File: src/rtl/oh_clkgate_ctrl.sv
// Clock-gate enable sequencer: wakes the shared domain on demand, settles WAKE cycles, grants req/ack, gates off after idle hold-off.
// Latency: gate_en 1 cycle after activity in OFF, ack WAKE+1 cycles after req; no backpressure, requesters hold req until ack.
module oh_clkgate_ctrl #(
  parameter int N    = 2,
  parameter int IW   = 8,
  parameter int WAKE = 2
) (
  input  logic          clk,
  input  logic          nreset,
  input  logic [IW-1:0] idle_cycles,
  input  logic          force_on,
  input  logic          busy,
  input  logic [N-1:0]  req,
  output logic [N-1:0]  ack,
  output logic          gate_en,
  output logic          clk_on
);

  typedef enum logic [1:0] {
    ST_OFF  = 2'd0,
    ST_WAKE = 2'd1,
    ST_ON   = 2'd2,
    ST_HOLD = 2'd3
  } state_t;

  state_t        state, state_nxt;
  logic [3:0]    wcnt, wcnt_nxt;
  logic [IW-1:0] icnt, icnt_nxt;
  logic [N-1:0]  ack_nxt;
  logic          gate_en_nxt;
  logic          clk_on_nxt;
  logic          act;

  assign act = (|req) | busy | force_on;

  // All outputs are flops so the latch-based gate never sees a combinational glitch.
  always_ff @(posedge clk or negedge nreset) begin
    if (!nreset) begin
      state   <= ST_OFF;
      wcnt    <= '0;
      icnt    <= '0;
      ack     <= '0;
      gate_en <= 1'b0;
      clk_on  <= 1'b0;
    end else begin
      state   <= state_nxt;
      wcnt    <= wcnt_nxt;
      icnt    <= icnt_nxt;
      ack     <= ack_nxt;
      gate_en <= gate_en_nxt;
      clk_on  <= clk_on_nxt;
    end
  end

  always_comb begin
    state_nxt = state;
    wcnt_nxt  = wcnt;
    icnt_nxt  = icnt;
    case (state)
      ST_OFF: begin
        if (act) begin
          state_nxt = ST_WAKE;
          wcnt_nxt  = 4'(WAKE - 1);
        end
      end
      ST_WAKE: begin
        // A request dropping here does not abort the wake; the domain still reaches ON.
        if (wcnt == '0) begin
          state_nxt = ST_ON;
        end else begin
          wcnt_nxt = wcnt - 4'd1;
        end
      end
      ST_ON: begin
        if (!act) begin
          if (idle_cycles != '0) begin
            state_nxt = ST_HOLD;
            icnt_nxt  = idle_cycles - IW'(1);
          end else begin
            state_nxt = ST_OFF;
          end
        end
      end
      ST_HOLD: begin
        if (act) begin
          state_nxt = ST_ON;
        end else if (icnt == '0) begin
          state_nxt = ST_OFF;
        end else begin
          icnt_nxt = icnt - IW'(1);
        end
      end
      default: state_nxt = ST_OFF;
    endcase
  end

  always_comb begin
    ack_nxt     = req & {N{state_nxt == ST_ON}};
    gate_en_nxt = (state_nxt != ST_OFF);
    clk_on_nxt  = (state_nxt == ST_ON) || (state_nxt == ST_HOLD);
  end

endmodule

File: config.mk
export PLATFORM = sky130hd
export DESIGN_NAME = oh_clkgate_ctrl
export DESIGN_NICKNAME = d
export VERILOG_FILES = /design/src/rtl/oh_clkgate_ctrl.sv
export SDC_FILE = /design/constraint.sdc
export NUM_CORES = 1
export LEC_CHECK = 0
export BUFFER_PORTS_ARGS = -buffer_cell sky130_fd_sc_hd__buf_4
export CORE_MARGIN = 5
export CORE_UTILIZATION = 61
export DETAILED_ROUTE_END_ITERATION = 8
export HOLD_SLACK_MARGIN = 0.05
export PLACE_DENSITY = 0.84
export SYNTH_ARGS = -nofsm -noshare
export SYNTH_HDL_FRONTEND = slang
export SYNTH_SLANG_ARGS = --single-unit
export TNS_END_PERCENT = 5
File: constraint.sdc
create_clock -name clk -period 7.05 [get_ports clk]
set_clock_uncertainty 0.1 [all_clocks]
set_input_delay 1.41 -clock clk [delete_from_list [all_inputs] [get_ports clk]]
set_output_delay 1.41 -clock clk [all_outputs]
set_load 0.02 [all_outputs]
==> impl_metrics.yaml <==
worst_setup_path:
  endpoint: "icnt[6]$_DFFE_PN0P_"
  worst_r2r_startpoint: "state[0]$_DFF_PN0_"
  timing.critical_path.cells: "buf_4, or4_4, a211o_4, a2111oi_2, a311oi_1"
  critPathKind: "input pin to flip-flop"
  slowest_stage: "sky130_fd_sc_hd__or4_4"
  required_arrival_time_at_the_worst_endpoint_ps: 7130
  crit_fanout: 5
  r2r_cells: 6
  largest_stage_delay_worst_path_ps: 570
  reg2reg_to: "icnt[6]$_DFFE_PN0P_"
  critPathLaunchType: "input pin"
  setup.reg_to_reg.worst_slack_ps: 4540
  timing.critical_path.from: "req[1]"
  critical_path_arrival_ps: 2930
  cp-end-kind: "flip-flop"
power_and_ir_drop:
  total_leakage_power_nw: 0.5801
  pd_cells_mw_per_mm2: 243.4
  p_seq_frac: 0.481
  clockPowerShare: 0.185
  power.switching_fraction: 0.3963
  comb_power_share: 0.333
  peakVddDrop_mv: 0.1645
  netSwitchingPower_w: 0.0001413
  p_int_w: 0.0002153
routing:
  drc_errors: 0
  highest_layer: "met4"
  postRouteWirelength_um: 2996
  route.met3.wl_um: 291
  initialDrtViolationCount: 67
  num_vias: 1229
  wl_met2_um: 1380
  routedLengthMet1_um: 1232
  drtPass1Iterations: 4
  wl_per_cell_um: 16.02
  ant_nets: 0
  detail_route.vias_per_cell: 6.572
floorplan:
  starting_density_of_the_core: 0.6475
  floorplan.die_area_mm2: 0.003147
  io-pin-count: 18
  die_extent_in_x_um: 56.10
  core_area_mm2: 0.002002
  rows: 16
  die-height_um: 56.10
logic_synthesis:
  yosysWarningCount: 0
  syn-num-nets: 162
  post_synth.cell_area_avg_um2: 8.940
  seq_area_frac_synth: 0.3475
  post_synth_inst_count: 145
  synth.distinct_cells: 48
  ys_ff_latch: 18
  post_synth_instance_area_mm2: 0.001296
clocking:
  cts_hold_buf: 0
  tritoncts: "built"
  cts-root-buf: "sky130_fd_sc_hd__clkbuf_4"
  cts_inserted_buffers: 3
  clk-insertion-delay-late_ps: 300
  ctsLongestPathBuffers: 2
  cts.htree.levels: 1
  post-cts-setup-buffers: 0
  clkSlewWorstSetupHoldPaths_ps: 110
  post_cts_resized: 0
  tritoncts_num_sinks: 18
timing:
  report.final.slew_viol_count: 0
  final-hold-violation-count: 0
  timing.final.crit_period_ps: 2851
  finalCritPeriodShare: 0.4044
  worst_slack_ps: 4199
  unrepaired_setup_endpoints_after_global_routing: "no"
  timing_worst_slew_pin_value_ps: 712.2
  worst_slew_margin_rel: 0.5208
  tns_ps: 0
  setup_viol: 0
  maxClockFrequency_ghz: 0.3508
cells_and_area:
  antennaDiodeCount: 0
  drive_above_1_share: 0.2313
  final_area_mm2: 0.001465
  finish.utilization: 0.7319
  syn_to_final_growth_pct: 13.03
  fin_nets: 178
global_routing:
  grt_antenna_before_repair: 0
  grt_overflow: 0
  grt_first_pass_wirelength_um: 5078
  global_route.usage.total: 0.2012
  grt_start_max_net_pins: 19
  number_of_global_route_vias_before_repair: 1149
placed_design:
  final_hpwl_from_detailed_placement_um: 2199
  gp_congestion: 0.8927
  port_buffers: 17
  postPlaceCellArea_mm2: 0.001429
  pre_cts_ws_ps: 3888
run_status:
  run_status: "finished clean"
min_path:
  holdCritPathClass: "flip-flop to flip-flop"
flow_run:
  cap_violations: 0
[metal layers]
layer	vias to the layer above	GRT usage
li1	570	-
met1	584	0.2539
met2	60	0.3172
met3	15	0.05104
met4	0	0.09831
met5	-	0
[synth_stat cells (all sizes together)]
library cell  instances  area [um2]
a211oi                6       45.04
nand2                18       82.58
nand2b                3       18.77
o21ai                 5       25.02
a21oi                15       75.07
o21bai                1       11.26
o221ai                1       15.01
xor2                  1       8.760
or4                   2       18.77
a31oi                 1       6.260
xnor2                 1       8.760
a221oi                1       15.01
nor3                  6       30.03
buf                   3       17.52
dfrtp                18       450.4
nand3                 4       20.02
o2bb2ai               1       8.760
nor4                  7       50.05
o311a                 1       10.01
nor3b                 2       15.01
o211ai                1       7.510
a2111oi               2       42.54
clkbuf                3       11.26
a21o                  1       7.510
ha                    3       37.54
mux2i                 3       30.03
and2                  2       15.02
or3b                  1       8.760
a21boi                1       7.510
nand3b                1       7.510
mux2                  1       11.26
a311oi                1       8.760
a31o                  1       8.760
o22ai                 1       6.260
nor4bb                1       10.01
o311ai                2       25.03
nor2                 15       56.30
nor2b                 2       12.51
a211o                 2       35.03
inv                   4       15.01
[sequential cells by signal, summed over array words and instances, names as in the netlist]
signal,count
icnt,8
state,2
ack,2
wcnt,4
clk_on,1
gate_en,1
[worst max-delay path: cells and delay by family]
family,cells,cell delay [ps]
buffers and inverters,1,120
and+or+nand+nor,1,570
AOI/OAI and AO/OA,3,840
[through the flow]
| step | std cells | power (W) | hold WS [ps] |
|---|---|---|---|
| floorplan | 145 | 0.0002554 | 372.2 |
| detailed placement | 183 | 0.0002909 | 396.5 |
| global route | 187 | 0.0003826 | 472.5 |
| global placement | 183 | 0.0002830 | 393.6 |
| CTS | 187 | 0.0003563 | 421.8 |
| finish | 187 | 0.0003566 | 427.2 |
[power groups by stage]
stage | logic (W) | clock network [W] | registers (W)
final | 0.000119 | 0.0000661 | 0.000172
after detailed placement | 0.000118 | 0 | 0.000173
after CTS | 0.000119 | 0.0000677 | 0.000170
after global placement | 0.000113 | 0 | 0.000170
after floorplan | 0.000100 | 0 | 0.000155
after global routing | 0.000133 | 0.0000730 | 0.000177
[layout make-up]
class                           count  area (um2)
Fill cell                         152       536.8
Timing Repair Buffer               17       127.6
Multi-Input combinational cell    117       802.0
Clock buffer                        4       36.28
Inverter                            4       15.01
Tap cell                           27       33.78
Sequential cell                    18       450.4
[layout by cell type (no fill, tap or decap), drive strengths merged, types with 2 or more instances in the layout]
master / instances
nor2b: 2
nand2: 18
mux2i: 3
nor2: 15
inv: 4
o21ai: 5
or4: 2
buf: 17
nor4: 7
a211o: 2
nor3: 6
and2: 2
clkbuf: 4
a21oi: 15
a2111oi: 2
o311ai: 2
a211oi: 6
ha: 3
nand2b: 3
nand3: 4
dfrtp: 18
nor3b: 2
[worst min-delay path by stage]
stage               depth (start not counted)  slack, ps                 from                  end
floorplan                                   2        370  wcnt[1]$_DFFE_PN0P_  wcnt[1]$_DFFE_PN0P_
global placement                            2        390  wcnt[1]$_DFFE_PN0P_  wcnt[1]$_DFFE_PN0P_
detailed placement                          2        400  wcnt[1]$_DFFE_PN0P_  wcnt[1]$_DFFE_PN0P_
CTS                                         2        420  wcnt[1]$_DFFE_PN0P_  wcnt[1]$_DFFE_PN0P_
global route                                2        470  wcnt[1]$_DFFE_PN0P_  wcnt[1]$_DFFE_PN0P_
finish                                      2        430  wcnt[1]$_DFFE_PN0P_  wcnt[1]$_DFFE_PN0P_
[logic make-up (layout without fill, tap and decap cells)]
family,after synthesis,after routing,share of synthesized area
buf+inv,10,25,0.03378
simple gates,64,64,0.2664
flops,18,18,0.3475
xor+xnor,2,2,0.01352
fa+ha+maj,3,3,0.02896
mux,4,4,0.03185
compound gates,44,44,0.2780
No activity file was read; power rests on OpenSTA's default activity.
